### config.mk
export PLATFORM = sky130hd
export DESIGN_NAME = pool2d_stream_flat
export DESIGN_NICKNAME = d
export VERILOG_FILES = /design/src/rtl/pool2d_stream_if.sv /design/src/rtl/pool2d_stream.sv /design/src/flat_wrapper.sv
export SDC_FILE = /design/constraint.sdc
export NUM_CORES = 1
export LEC_CHECK = 0
export ABC_AREA = 1
export CAP_MARGIN = 5
export CORE_UTILIZATION = 56
export CTS_CLUSTER_DIAMETER = 40
export DETAILED_ROUTE_END_ITERATION = 10
export GPL_TIMING_DRIVEN = 0
export PLACE_DENSITY = 0.77
export SETUP_SLACK_MARGIN = 0.02
export SYNTH_ARGS = -nofsm -noshare
export SYNTH_HDL_FRONTEND = slang
export SYNTH_SLANG_ARGS = --single-unit
### constraint.sdc
create_clock -name clock -period 8.7 [get_ports clock]
set_clock_uncertainty 0.2 [all_clocks]
set_input_delay 2.175 -clock clock [delete_from_list [all_inputs] [get_ports clock]]
set_output_delay 2.175 -clock clock [all_outputs]
set_load 0.01 [all_outputs]
### src/rtl/pool2d_stream_if.sv
// Pooling stream bundle: pixel input side and pooled output side.
// slave is the pooling stage, master is whatever feeds and drains it.
interface pool2d_stream_if #(
  parameter int WIDTH_BIT = 16,
  parameter int CHANNELS  = 1
);
  logic                          in_valid;
  logic                          in_ready;
  logic [CHANNELS*WIDTH_BIT-1:0] in_data;
  logic                          out_valid;
  logic                          out_ready;
  logic [CHANNELS*WIDTH_BIT-1:0] out_data;
  logic                          out_last;

  modport slave (
    input  in_valid, in_data, out_ready,
    output in_ready, out_valid, out_data, out_last
  );

  modport master (
    output in_valid, in_data, out_ready,
    input  in_ready, out_valid, out_data, out_last
  );
endinterface

### src/rtl/pool2d_stream.sv
// Streaming non-overlapping 2-D max/avg pooling over a raster feature map.
// One row of window accumulators is kept; no frame buffer is needed.
module pool2d_stream #(
  parameter int WIDTH_BIT   = 16,
  parameter int SIZE        = 24,
  parameter int SIZEPOOLING = 2,
  parameter int CHANNELS    = 1
) (
  input  logic           clock,
  input  logic           reset,
  input  logic           clear,
  input  logic           mode,
  pool2d_stream_if.slave s,
  output logic           done
);
  localparam int SIZEOUT = SIZE / SIZEPOOLING;
  localparam int LP      = $clog2(SIZEPOOLING);
  localparam int AW      = WIDTH_BIT + 2 * LP;
  localparam int CW      = (SIZE > 1) ? $clog2(SIZE) : 1;
  localparam int OW      = (SIZEOUT > 1) ? $clog2(SIZEOUT) : 1;
  localparam logic [CW-1:0] LASTC = CW'(SIZE - 1);

  if ((SIZE % SIZEPOOLING) != 0) begin : g_bad_size
    $error("pool2d_stream: SIZE must be a multiple of SIZEPOOLING");
  end
  if (SIZEPOOLING < 2 || SIZEPOOLING > 8 ||
      (SIZEPOOLING & (SIZEPOOLING - 1)) != 0) begin : g_bad_pool
    $error("pool2d_stream: SIZEPOOLING must be a power of two in 2..8");
  end

  logic [CW-1:0]         col, row;
  logic [OW-1:0]         oc;
  logic                  mode_q;
  logic                  accept, origin, first, complete, frame_end, avg;
  logic signed [AW-1:0]  acc [SIZEOUT][CHANNELS];
  logic signed [AW-1:0]  pe  [CHANNELS];
  logic signed [AW-1:0]  nv  [CHANNELS];
  logic signed [AW-1:0]  sh  [CHANNELS];
  logic [CHANNELS*WIDTH_BIT-1:0] res;

  assign s.in_ready = ~reset & (~s.out_valid | s.out_ready);
  assign accept     = s.in_valid & s.in_ready & ~clear;
  assign oc         = OW'(col >> LP);
  assign origin     = (col == '0) && (row == '0);
  assign first      = (col[LP-1:0] == '0) && (row[LP-1:0] == '0);
  assign complete   = (&col[LP-1:0]) && (&row[LP-1:0]);
  assign frame_end  = (col == LASTC) && (row == LASTC);
  // The first pixel of a frame uses the live mode, later pixels the latch.
  assign avg        = origin ? mode : mode_q;
  assign done       = s.out_valid & s.out_ready & s.out_last & ~clear;

  // Per-lane accumulator update and pooled result for the current pixel.
  always_comb begin
    res = '0;
    for (int c = 0; c < CHANNELS; c++) begin
      pe[c] = AW'(signed'(s.in_data[c*WIDTH_BIT +: WIDTH_BIT]));
      if (first)
        nv[c] = pe[c];
      else if (avg)
        nv[c] = acc[oc][c] + pe[c];
      else
        nv[c] = (pe[c] > acc[oc][c]) ? pe[c] : acc[oc][c];
      sh[c] = nv[c] >>> (2 * LP);
      res[c*WIDTH_BIT +: WIDTH_BIT] =
        avg ? sh[c][WIDTH_BIT-1:0] : nv[c][WIDTH_BIT-1:0];
    end
  end

  // Raster position counters and per-frame mode latch.
  always_ff @(posedge clock or posedge reset) begin
    if (reset) begin
      col    <= '0;
      row    <= '0;
      mode_q <= 1'b0;
    end else if (clear) begin
      col <= '0;
      row <= '0;
    end else if (accept) begin
      if (origin)
        mode_q <= mode;
      if (col == LASTC) begin
        col <= '0;
        row <= (row == LASTC) ? '0 : row + 1'b1;
      end else begin
        col <= col + 1'b1;
      end
    end
  end

  // Row of window accumulators, one slot per output column.
  always_ff @(posedge clock or posedge reset) begin
    if (reset) begin
      for (int o = 0; o < SIZEOUT; o++)
        for (int c = 0; c < CHANNELS; c++)
          acc[o][c] <= '0;
    end else if (accept) begin
      for (int c = 0; c < CHANNELS; c++)
        acc[oc][c] <= nv[c];
    end
  end

  // Output beat register: loads on window completion, drains on out_ready.
  always_ff @(posedge clock or posedge reset) begin
    if (reset) begin
      s.out_valid <= 1'b0;
      s.out_data  <= '0;
      s.out_last  <= 1'b0;
    end else if (clear) begin
      s.out_valid <= 1'b0;
      s.out_last  <= 1'b0;
    end else if (accept && complete) begin
      s.out_valid <= 1'b1;
      s.out_data  <= res;
      s.out_last  <= frame_end;
    end else if (s.out_ready) begin
      s.out_valid <= 1'b0;
      s.out_last  <= 1'b0;
    end
  end
endmodule
### src/flat_wrapper.sv
// flat-port wrapper written by rule: the top's interface ports become plain ports
module pool2d_stream_flat 
#(
  parameter int WIDTH_BIT   = 16,
  parameter int SIZE        = 24,
  parameter int SIZEPOOLING = 2,
  parameter int CHANNELS    = 1
)
  (clock, reset, clear, mode, done, s_in_valid, s_in_data, s_out_ready, s_in_ready, s_out_valid, s_out_data, s_out_last);
  pool2d_stream_if #(.WIDTH_BIT(WIDTH_BIT), .CHANNELS(CHANNELS)) s_i ();
  input  logic clock;
  input  logic reset;
  input  logic clear;
  input  logic mode;
  output logic done;
  input wire logic [$bits(s_i.in_valid)-1:0] s_in_valid;
  input wire logic [$bits(s_i.in_data)-1:0] s_in_data;
  input wire logic [$bits(s_i.out_ready)-1:0] s_out_ready;
  output wire logic [$bits(s_i.in_ready)-1:0] s_in_ready;
  output wire logic [$bits(s_i.out_valid)-1:0] s_out_valid;
  output wire logic [$bits(s_i.out_data)-1:0] s_out_data;
  output wire logic [$bits(s_i.out_last)-1:0] s_out_last;
  assign s_i.in_valid = s_in_valid;
  assign s_i.in_data = s_in_data;
  assign s_i.out_ready = s_out_ready;
  assign s_in_ready = s_i.in_ready;
  assign s_out_valid = s_i.out_valid;
  assign s_out_data = s_i.out_data;
  assign s_out_last = s_i.out_last;
  pool2d_stream #(.WIDTH_BIT(WIDTH_BIT), .SIZE(SIZE), .SIZEPOOLING(SIZEPOOLING), .CHANNELS(CHANNELS)) u_core (.clock(clock), .reset(reset), .clear(clear), .mode(mode), .s(s_i), .done(done));
endmodule
After elaboration in Yosys (flattened, before gate mapping)

Index checks and enable logic that the tools add are counted.

Register bits after elaboration: 245
Bits of input ports: 22
Output and inout bits: 20
Logic and storage cells: 76

Order comparisons: 3
Muxes and demuxes: 23
Reductions and logical operators: 14
Equal/unequal tests: 2
Bitwise logic cells: 13
$add $sub $neg: 3

Operators with widths:

| operator              | count |
|---|---|
| $bwmux W216           | 1 |
| $mux W18              | 6 |
| $bmux W18 S4          | 1 |
| $demux W18 S4         | 1 |
| $mux W5               | 7 |
| $add A18 B16 Y18      | 1 |
| $gt A16 B18 Y1        | 1 |
| $mux W16              | 1 |
| $add A5 B1 Y5 const B | 2 |
| $eq A5 B5 Y1 const B  | 2 |
| $logic_not A5 Y1      | 2 |
| $and A1 B1 Y1         | 6 |
| $logic_and A1 B1 Y1   | 6 |
| $mux W1               | 6 |
| $reduce_and A2 Y1     | 3 |
| $ge A5 B5 Y1 const B  | 1 |
| $lt A5 B1 Y1 const B  | 1 |
| $not A1 Y1            | 5 |
| $not A4 Y5            | 1 |
| $reduce_bool A2 Y1    | 2 |
| $reduce_bool A3 Y1    | 1 |
| $or A1 B1 Y1          | 1 |

Longest topological paths before layout

Depth in word-level cells: 9
Depth in mapped cells: 27
Gate-level depth less buffers: 25

Worst setup path before layout

OpenSTA, ideal clock, no wires.

Path kind: input to output
Start: in clear
End: out done
Arrival: 2619 ps
Required time: 6325 ps
Stages on the path: 1
Path slack: 3706 ps
Path buffers: 0
Path through: nor4_1

Cells in the longest elaborated chain, start to end: 2

Ends and longest elaborated chain:

| item                        | RTL line            | text |
|---|---|---|
| from (decl)                 | flat_wrapper.sv:13  | `input logic clear;` |
| $not A1 Y1 (no source line) | -                   |  |
| $and A1 B1 Y1               | pool2d_stream.sv:50 | `assign done = s.out_valid & s.out_ready & s.out_last & ~clear;` |
| to (decl)                   | flat_wrapper.sv:15  | `output logic done;` |

Every way passes these cells.

Worst setup path after layout

Same ends and word-level chain as after synthesis.

==> flow_metrics.env <==
export IMPL_post_place_cells=2095
export IMPL_cts_tree="yes"
export IMPL_grt_pass1_wl_um=65300
export IMPL_layout_min_cycle_time_ns=5.99
export IMPL_peakVddDrop_v=0.000136
export IMPL_dr_first_iter_drc_count=1226
export IMPL_fill_cells=2046
export IMPL_grt_max_degree=43
export IMPL_netlist_top_cells_count="nand2_1, dfrtp_1, inv_1, o21ai_1, nand3_1"
export IMPL_relSlewSlack_pct=50.7
export IMPL_io_pins=42
export IMPL_hold_violations=0
export IMPL_synth_edf_count=0
export IMPL_fmax_mhz=167
export IMPL_viasPerCell=5.94
export IMPL_cts_htree_levels=2
export IMPL_io_buffers=41
export IMPL_nets=1875
export IMPL_antenna_found_initial=1
export IMPL_power_density_nw_per_um2=264
export IMPL_synthMuxAreaShare_pct=0
export IMPL_crit_required_ns=6.33
export IMPL_routed_wl_um=41600
export IMPL_cts_setup_buffers=0
export IMPL_path_clk_slew_ns=0.05
export IMPL_chipWidth_um=158
export IMPL_synth_async_sr_flop_share_pct=100
export IMPL_grt_pass1_vias=12200
export IMPL_numCtsBuffers=35
export IMPL_yosysMostFrequentCell="nand2_1"
export IMPL_reg2reg_setup_slack_ns=3.84
export IMPL_worstHoldEndpoint="u_core.s.out_data[6]"
export IMPL_finalSetupTns_ns=0
export IMPL_worst_pin_slew_ns=0.735
export IMPL_drive_gt1_share_pct=11.4
export IMPL_slew_violations=0
export IMPL_synth_warnings=0
export IMPL_worstPathMaxFanout=5
export IMPL_post_route_period_util_pct=68.9
export IMPL_core_um2=23700
export IMPL_rsz0062_at_grt="false"
export IMPL_synth_area_leaders="dfrtp_1, nand2_1, o21ai_1"
export IMPL_dp_hpwl_um=30000
export IMPL_end_kind="output port"
export IMPL_synthFlopType="dfrtp_1"
export IMPL_drtPass1Iterations=6
export IMPL_synthSimpleGateAreaFrac_pct=24.0
export IMPL_cts_root_buf="clkbuf_16"
export IMPL_setup_viol=0
export IMPL_ys_types=46
export IMPL_cts_resized=0
export IMPL_timing_worst_setup_path_type="in2out"
export IMPL_die_area_um2=25000
export IMPL_synth_net_count=1791
export IMPL_clk_path_buf_depth=3
export IMPL_synth_avg_cell_area_um2=7.89
export IMPL_min_delay_start="u_core.s.out_data[6]"
export IMPL_drc=0
export IMPL_rr_worst_depth=23
export IMPL_syn2layout_area_growth_pct=15.1
export IMPL_cts_sinks=245
export IMPL_synth_seq_cells=245
export IMPL_syn_inst=1729
export IMPL_start_util_pct=57.6
export IMPL_clock_latency_ns=0.54
export IMPL_track_usage_pct=34.1
export IMPL_synth_top_family_by_area="simple AND/OR/NAND/NOR gates"
export IMPL_synthAdderAreaFrac_pct=3.73
export IMPL_synth_top_area_share_pct=45.0
export IMPL_synth_largest_area_cell="dfrtp_1"
export IMPL_cp_start_kind="input pin"
export IMPL_hold_buffers=0
export IMPL_drv_cap=0
export IMPL_status="complete, no violations"
export IMPL_leakagePower_nw=7.70
export IMPL_worstHoldPathCells=2
export IMPL_place_gp_congestion=0.947
export IMPL_r2r_end="u_core.acc[196]"
export IMPL_num_vias=12800
export IMPL_synth_compound_area_share_pct=17.5
export IMPL_hold_path_class="reg2reg"
export IMPL_antenna_cells=0
export IMPL_finalNonFillerCells=2157
export IMPL_final_antenna_net_count=0
export IMPL_grt_overflow_total=0
export IMPL_ys_seq_area_share_pct=45.0
export IMPL_wl_per_cell_um=19.3
export IMPL_synth_xor_area_share_pct=0.128
export IMPL_netlist_area_um2=13600
export IMPL_reg2reg_from="u_core.col[1]"
export IMPL_rows=56
export IMPL_critPathArrivalTime_ns=3.62
export IMPL_die_y_um=158
-- kinds of logic (layout without fill, tap and decap cells) --
logic type | Yosys count | after routing
flops | 245 | 245
xor+xnor | 2 | 2
buf+inv | 314 | 423
simple gates | 717 | 717
fa+ha+maj | 40 | 40
compound gates | 411 | 411
-- metal layers --
layer  up-vias  GRT usage (%)  wire [um]
met5         -              0          0
met4         0           11.5       1280
met1      6144           44.9      17200
met2       645           56.0      19400
met3       104           7.01       3700
li1       5917              -          -
-- critical path: stages --
cell and delay [ns]:
clkdlybuf4s50_1 0.55, nor4_1 0.32, clkdlybuf4s50_1 0.58
-- state kept, by name, summed over array words and instances, names as in the netlist --
name	flops
u_core.row	5
u_core.mode_q	1
u_core.s.out_valid	1
u_core.acc	216
u_core.col	5
u_core.s.out_last	1
u_core.s.out_data	16
-- worst max path at each step --
| stage | slack, ns | end | start | depth (start not counted) |
|---|---|---|---|---|
| 4_1_cts | 2.72 | done | clear | 3 |
| 3_5_place_dp | 2.73 | done | clear | 3 |
| 2_1_floorplan | 3.11 | u_core.acc[0] | reset | 1 |
| 6_report | 2.71 | done | clear | 3 |
| 3_3_place_gp | 1.32 | u_core.acc[114] | reset | 2 |
| 5_1_grt | 2.56 | done | clear | 3 |
-- cell usage in the layout (no fill, tap or decap), types with 3 or more instances in the layout --
master,instances
nor2_1,50
buf_4,13
nand3_1,159
clkdlybuf4s50_1,41
nor3_4,7
o21ai_1,166
a31oi_1,10
clkinv_2,4
nand2_2,6
o211ai_1,3
buf_2,37
nand2_1,425
o21ai_0,74
nor2_4,4
inv_1,196
a21o_1,3
o21ai_2,20
o22ai_1,48
nor3_1,10
o21bai_1,4
nand4_1,23
inv_6,7
buf_1,7
or2_2,8
clkinvlp_4,6
inv_2,18
nor2_2,7
dfrtp_1,245
buf_6,7
clkbuf_1,38
clkbuf_16,35
buf_12,6
a22oi_1,49
ha_1,39
nand3_2,8
a21oi_1,27
-- power by group --
group          internal, mW  switching (mW)  total [mW]
clock                 0.826           0.565        1.39
combinational         0.469           0.944        1.41
sequential             1.27          0.0662        1.34
-- area by class of cell --
cell class	instances	area [um^2]	share of cell area, %
clock buffer	40	905	5.76
inverter	216	815	5.19
timing repair buffer	47	531	3.38
tap	319	399	2.54
clock inverter	22	228	1.45
buffer	98	515	3.28
multi-input combinational	1170	6180	39.3
sequential	245	6130	39.0
-- metrics by stage --
stage	hold slack (ns)	util (%)	cell area, um^2	setup slack [ns]	power [mW]
detailed placement	0.266	61.5	14600	2.73	2.73
floorplan	0.249	-	13600	3.11	2.29
global placement	0.264	61.0	14400	1.32	2.70
finish	0.282	66.3	15700	2.71	4.14
CTS	0.286	66.3	15700	2.72	4.11
global route	0.299	66.3	15700	2.56	4.34
No activity file was read; power rests on OpenSTA's default activity.
